**src/rtl/fb_pkg.sv**
```systemverilog
// rtl/fb_pkg.sv - shared state type and buffer base address helper for fb_arbiter
package fb_pkg;

    typedef enum logic [1:0] {
        IDLE  = 2'd0,
        FETCH = 2'd1,
        DRAIN = 2'd2
    } fb_state_t;

    // Buffers are whole frames laid out back to back, so buffer 1 starts one frame in.
    function automatic int base_addr(input logic buf_sel, input int line_len, input int v_res);
        return buf_sel ? line_len * v_res : 0;
    endfunction

endpackage

```
**src/rtl/fb_rd_pipe.sv**
```systemverilog
// rtl/fb_rd_pipe.sv - LAT-deep delay line carrying {valid, bank, idx} alongside RAM read latency
module fb_rd_pipe #(
    parameter int LAT  = 2,
    parameter int IDXW = 10
) (
    input  logic            clk,
    input  logic            rst_n,
    input  logic            rd_valid,
    input  logic            rd_bank,
    input  logic [IDXW-1:0] rd_idx,
    output logic            ret_valid,
    output logic            ret_bank,
    output logic [IDXW-1:0] ret_idx
);

    logic [LAT-1:0]         valid_sr;
    logic [LAT-1:0][IDXW:0] tag_sr;

    always_ff @(posedge clk or negedge rst_n) begin
        if (!rst_n) begin
            valid_sr <= '0;
            tag_sr   <= '0;
        end else begin
            valid_sr[0] <= rd_valid;
            tag_sr[0]   <= {rd_bank, rd_idx};
            for (int i = 1; i < LAT; i++) begin
                valid_sr[i] <= valid_sr[i-1];
                tag_sr[i]   <= tag_sr[i-1];
            end
        end
    end

    assign ret_valid           = valid_sr[LAT-1];
    assign {ret_bank, ret_idx} = tag_sr[LAT-1];

endmodule

```
**src/rtl/fb_arbiter.sv**
```systemverilog
// rtl/fb_arbiter.sv - framebuffer port scheduler: line fetch priority, renderer writes, buffer swap
// FB_DOUBLE_BUF_EN selects front/back double buffering; undefined gives a single buffer at 0.
module fb_arbiter
    import fb_pkg::*;
#(
    parameter int CORDW    = 16,
    parameter int V_RES    = 480,
    parameter int LINE_LEN = 640,
    parameter int ADDRW    = 20,
    parameter int DATAW    = 4,
    parameter int LAT      = 2
) (
    input  logic                           clk_pix,
    input  logic                           rst_pix_n,
    input  logic                           frame,
    input  logic                           line,
    input  logic signed [CORDW-1:0]        sy,
    input  logic                           wr_req,
    input  logic [ADDRW-1:0]               wr_addr,
    input  logic [DATAW-1:0]               wr_data,
    output logic                           wr_ack,
    input  logic                           swap_req,
    output logic                           swap_done,
    output logic                           mem_en,
    output logic                           mem_we,
    output logic [ADDRW-1:0]               mem_addr,
    output logic [DATAW-1:0]               mem_wdata,
    input  logic [DATAW-1:0]               mem_rdata,
    output logic                           lb_we,
    output logic [$clog2(LINE_LEN):0]      lb_addr,
    output logic [DATAW-1:0]               lb_data,
    output logic                           underrun
);

    localparam int IDXW = $clog2(LINE_LEN);
    localparam int CNTW = $clog2(LAT + 1);

    fb_state_t        state;
    logic [IDXW-1:0]  idx;
    logic [CNTW-1:0]  drain_cnt;
    logic [ADDRW-1:0] fetch_ptr;
    logic             cur_bank;
    logic             rd_bank;
    logic [IDXW-1:0]  rd_idx;
    logic             trigger;
    logic [ADDRW-1:0] new_front_base;
    logic [ADDRW-1:0] back_base;
    logic [ADDRW-1:0] ptr_now;
    logic             ret_valid;
    logic             ret_bank;
    logic [IDXW-1:0]  ret_idx;

    // Line -1 prefetches line 0; the last visible line has nothing after it to fetch.
    assign trigger = line && ((sy == '1) || (!sy[CORDW-1] && (sy < CORDW'(V_RES - 1))));

`ifdef FB_DOUBLE_BUF_EN
    logic front;
    logic pending;
    logic swap_now;

    assign swap_now       = frame && (pending || swap_req);
    assign new_front_base = ADDRW'(base_addr(front ^ swap_now, LINE_LEN, V_RES));
    assign back_base      = ADDRW'(base_addr(!front, LINE_LEN, V_RES));

    always_ff @(posedge clk_pix or negedge rst_pix_n) begin
        if (!rst_pix_n) begin
            front     <= 1'b0;
            pending   <= 1'b0;
            swap_done <= 1'b0;
        end else begin
            swap_done <= swap_now;
            if (swap_now) begin
                front   <= ~front;
                pending <= 1'b0;
            end else if (swap_req) begin
                pending <= 1'b1;
            end
        end
    end
`else
    logic unused_swap;

    assign unused_swap    = swap_req;
    assign new_front_base = '0;
    assign back_base      = '0;
    assign swap_done      = 1'b0;
`endif

    // A frame pulse coinciding with a trigger must already fetch from the new front buffer.
    assign ptr_now = frame ? new_front_base : fetch_ptr;
    assign wr_ack  = rst_pix_n && wr_req && (state == IDLE) && !trigger;

    always_ff @(posedge clk_pix or negedge rst_pix_n) begin
        if (!rst_pix_n) begin
            state     <= IDLE;
            idx       <= '0;
            drain_cnt <= '0;
            fetch_ptr <= '0;
            cur_bank  <= 1'b0;
            rd_bank   <= 1'b0;
            rd_idx    <= '0;
            mem_en    <= 1'b0;
            mem_we    <= 1'b0;
            mem_addr  <= '0;
            mem_wdata <= '0;
            underrun  <= 1'b0;
        end else begin
            mem_en    <= 1'b0;
            mem_we    <= 1'b0;
            fetch_ptr <= ptr_now;
            if (trigger) begin
                if (state != IDLE) underrun <= 1'b1;
                state     <= FETCH;
                cur_bank  <= ~cur_bank;
                rd_bank   <= ~cur_bank;
                rd_idx    <= '0;
                idx       <= IDXW'(1);
                mem_en    <= 1'b1;
                mem_addr  <= ptr_now;
                fetch_ptr <= ptr_now + ADDRW'(1);
            end else begin
                case (state)
                    IDLE: begin
                        if (wr_ack) begin
                            mem_en    <= 1'b1;
                            mem_we    <= 1'b1;
                            mem_addr  <= back_base + wr_addr;
                            mem_wdata <= wr_data;
                        end
                    end
                    FETCH: begin
                        mem_en    <= 1'b1;
                        mem_addr  <= ptr_now;
                        fetch_ptr <= ptr_now + ADDRW'(1);
                        rd_idx    <= idx;
                        idx       <= idx + IDXW'(1);
                        if (idx == IDXW'(LINE_LEN - 1)) begin
                            state     <= DRAIN;
                            drain_cnt <= '0;
                        end
                    end
                    DRAIN: begin
                        if (drain_cnt == CNTW'(LAT)) state <= IDLE;
                        else drain_cnt <= drain_cnt + CNTW'(1);
                    end
                    default: state <= IDLE;
                endcase
            end
        end
    end

    fb_rd_pipe #(
        .LAT  (LAT),
        .IDXW (IDXW)
    ) u_rd_pipe (
        .clk       (clk_pix),
        .rst_n     (rst_pix_n),
        .rd_valid  (mem_en && !mem_we),
        .rd_bank   (rd_bank),
        .rd_idx    (rd_idx),
        .ret_valid (ret_valid),
        .ret_bank  (ret_bank),
        .ret_idx   (ret_idx)
    );

    assign lb_we   = ret_valid;
    assign lb_addr = {ret_bank, ret_idx};
    assign lb_data = ret_valid ? mem_rdata : '0;

endmodule
```
**config.mk**
```make
export PLATFORM = sky130hd
export DESIGN_NAME = fb_arbiter
export DESIGN_NICKNAME = d
export VERILOG_FILES = /design/src/rtl/fb_pkg.sv /design/src/rtl/fb_rd_pipe.sv /design/src/rtl/fb_arbiter.sv
export SDC_FILE = /design/constraint.sdc
export NUM_CORES = 1
export LEC_CHECK = 0
export ABC_CLOCK_PERIOD_IN_PS = 6000
export CAP_MARGIN = 10
export CORE_MARGIN = 5
export CORE_UTILIZATION = 51
export DETAILED_ROUTE_END_ITERATION = 12
export MAX_ROUTING_LAYER = met4
export PLACE_DENSITY = 0.84
export REMOVE_ABC_BUFFERS = 1
export SYNTH_ARGS = -nofsm -noshare
export SYNTH_HDL_FRONTEND = slang
export SYNTH_HIERARCHICAL = 1
export SYNTH_SLANG_ARGS = --single-unit
```
**constraint.sdc**
```tcl
create_clock -name clk_pix -period 6 [get_ports clk_pix]
set_clock_uncertainty 0.05 [all_clocks]
set_input_delay 1.2 -clock clk_pix [delete_from_list [all_inputs] [get_ports clk_pix]]
set_output_delay 1.2 -clock clk_pix [all_outputs]
set_load 0.02 [all_outputs]
```
==> results.json <==
{
  "outcome": "complete, no violations",
  "cts_max_level": 3,
  "synthAdderAreaFrac_pct": 0.888,
  "yosysWarnings": 6,
  "die_area_sq_mm": 0.0102,
  "die_w_microns": 101,
  "grt_overflow": 0,
  "power_leakage_uw": 0.00233,
  "synthXorXnorAreaFrac_pct": 3.11,
  "cp_slowest_cell": "clkdlybuf4s50_1",
  "highest_layer": "met4",
  "synth_area_leaders": "dfrtp_1, nand2_1, mux2i_1",
  "wl_met1_microns": 3810,
  "period_share_pct": 82.7,
  "viasPerCell": 5.42,
  "fillers": 636,
  "clk_latency_ns": 0.36,
  "routed_wl_microns": 8690,
  "antenna_found_initial": 0,
  "critPathMostFrequentCell": "clkdlybuf4s50_1",
  "slew_violations": 0,
  "initial_core_util_pct": 52.0,
  "crit_path_end_kind": "primary output",
  "grt_max_degree": 78,
  "fmax_mhz": 202,
  "grt_pass1_wl_microns": 14700,
  "dp_hpwl_microns": 6060,
  "rrSetupSlack_ns": 3.46,
  "start_kind": "input port",
  "syn_area_per_cell_sq_um": 10.8,
  "synth_top_area_share_pct": 56.8,
  "rows": 33,
  "yosysSeqAreaShare_pct": 56.8,
  "hold_ws_ns": 0.304,
  "muxShareOfSynthArea_pct": 6.99,
  "firstDrtPassIters": 4,
  "place.gp.congestion": 0.799,
  "tns_ns": 0,
  "setup_viol": 0,
  "cts-buffers-inserted": 9,
  "core_area_sq_mm": 0.00813,
  "netlist_area_sq_mm": 0.00423,
  "cts_tree": "built",
  "track_usage_pct": 18.5,
  "synth_enable_flop_cells": 0,
  "synthCells": 392,
  "hp-class": "reg -> reg",
  "cp_max_fo": 29,
  "path_cells": "clkdlybuf4s50_1, and4_1, nand2_1, mux2i_2, buf_4, nor3_1, clkdlybuf4s50_1",
  "max-vdd-ir-drop_v": 0.000164,
  "relSlewSlack_pct": 38.5,
  "drt-initial-drc-count": 138,
  "yosys.area_share.simple_pct": 18.5,
  "pwr_density_cell_mw_per_mm2": 362,
  "tightest_slew_ns": 0.922,
  "cts_resized": 0,
  "area_growth_pct": 26.5,
  "drv_cap": 0,
  "wl_per_cell_microns": 15.0,
  "clock_sinks": 96,
  "clk_pin_slew_worst_paths_ns": 0.09,
  "drive_gt1_share_pct": 9.66,
  "worstPathRequired_ns": 4.75,
  "postCtsHoldBufs": 0,
  "vias": 3150,
  "crit_type": "in -> out",
  "grt_pass1_vias": 3154,
  "die_y_microns": 101,
  "drc": 0,
  "root_buffer": "clkbuf_8",
  "fin_crit_ns": 4.96,
  "synth_ff_type": "dfrtp_1",
  "fin_nets": 524,
  "synth_compound_area_share_pct": 9.03,
  "rsz0062_at_grt": "no",
  "arrival_ns": 3.71,
  "ys_ff_latch": 96,
  "clock_path_buffers": 2,
  "synth_top_family_by_area": "simple AND/OR/NAND/NOR gates",
  "num_antenna_cells": 0,
  "wl_met3_microns": 576,
  "port_buffers": 92,
  "yosysTopAreaCell": "dfrtp_1",
  "finalHoldViolCount": 0,
  "postRouteAntennaNets": 0,
  "synthDistinctLibCells": 44,
  "io_pins": 95,
  "synth-async-reset-ratio_pct": 100,
  "cpPeakStageDelay_ns": 0.75,
  "post_cts_buffers": 0,
  "wl_met2_microns": 4200,
  "p_total_uw": 1940
}
-- final cells by class --
cell class	count	area [sq um]	share of cell area, %
clock inverters	6	67.6	1.26
flip-flops and latches	96	2400	44.9
inverters	5	18.8	0.351
clock buffers	10	128	2.39
multi-input cells	261	1640	30.6
well taps	105	131	2.46
repair buffers	98	963	18.0
-- Yosys cell counts (all sizes together) (3+ instances only) --
cell type / n
and2: 6
nor4: 3
o21ai: 21
nor3: 6
mux2: 12
or3: 7
inv: 5
xnor2: 5
and4: 5
nand4: 9
a31o: 5
mux2i: 16
a21oi: 29
or4: 3
clkbuf: 8
nand3: 11
buf: 22
and3: 6
xor2: 10
nand2: 58
dfrtp: 96
ha: 3
o31ai: 3
nor2b: 8
nor2: 16
nand2b: 6
-- final timing paths --
| path | cells past startpoint | endpoint | from |
|---|---|---|---|
| worst max-delay path | 7 | wr_ack | sy[8] |
| min in group asynchronous | 1 | rd_idx[6] | rst_pix_n |
| worst max register to register | 7 | fetch_ptr[12] | fetch_ptr[0] |
| worst min register to register | 0 | u_rd_pipe/ret_idx[8] | u_rd_pipe/tag_sr[8] |
| max in group asynchronous | 2 | fetch_ptr[5] | rst_pix_n |
| worst min-delay path | 0 | u_rd_pipe/ret_idx[8] | u_rd_pipe/tag_sr[8] |
-- cells in the final DEF (no fill, tap or decap), drive strengths merged, types with 5 or more instances in the layout --
master	synthesis	final
dfrtp	96	96
clkdlybuf4s50	0	91
nand2	58	58
a21oi	29	29
o21ai	21	21
nor2	16	16
mux2i	16	16
mux2	12	12
nand3	11	11
xor2	10	10
clkbuf	8	10
nand4	9	9
nor2b	8	8
buf	22	7
or3	7	7
inv	5	7
nand2b	6	6
and3	6	6
and2	6	6
nor3	6	6
and4	5	5
xnor2	5	5
a31o	5	5
-- cells by family (layout without fill, tap and decap cells) --
family,Yosys count,count (layout)
simple gates,149,149
flops,96,96
compound gates,65,65
buf+inv,35,119
mux,28,28
xor+xnor,15,15
fa+ha+maj,3,3
other cells,1,1
-- state kept, by name (all words and copies together), names as in the netlist --
signal              count
mem_wdata               4
drain_cnt               2
u_rd_pipe/ret_bank      1
u_rd_pipe/ret_idx      10
idx                    10
mem_addr               20
underrun                1
fetch_ptr              20
rd_idx                 10
mem_en                  1
mem_we                  1
u_rd_pipe/valid_sr      2
u_rd_pipe/tag_sr       11
rd_bank                 1
state                   2
-- report_power, final --
group,switching [uW],internal (uW),leakage [uW]
combinational,298,284,0.00105
clock,221,195,0.0000933
sequential,102,837,0.00119
total,621,1320,0.00233
-- critical path, delay by kind of cell --
kind                   cells  cell delay (ns)
buffers and inverters      3             1.45
muxes                      1             0.15
and+or+nand+nor            3             0.90
-- per-layer routing --
metal,vias up,global-route usage (%)
li1,1505,-
met1,1526,24.2
met2,109,28.8
met3,10,4.08
met4,0,6.44
met5,-,-
-- stage by stage --
stage | std cells | utilization, % | area [sq um] | setup slack (ns)
floorplan | 362 | - | 4050 | 1.49
global placement | 565 | 63.3 | 5150 | 1.05
global route | 581 | 65.7 | 5350 | 0.891
detailed placement | 565 | 63.3 | 5150 | 0.998
CTS | 581 | 65.7 | 5350 | 1.00
finish | 581 | 65.7 | 5350 | 1.04
Note: power is estimated with default switching activity, not from simulation.
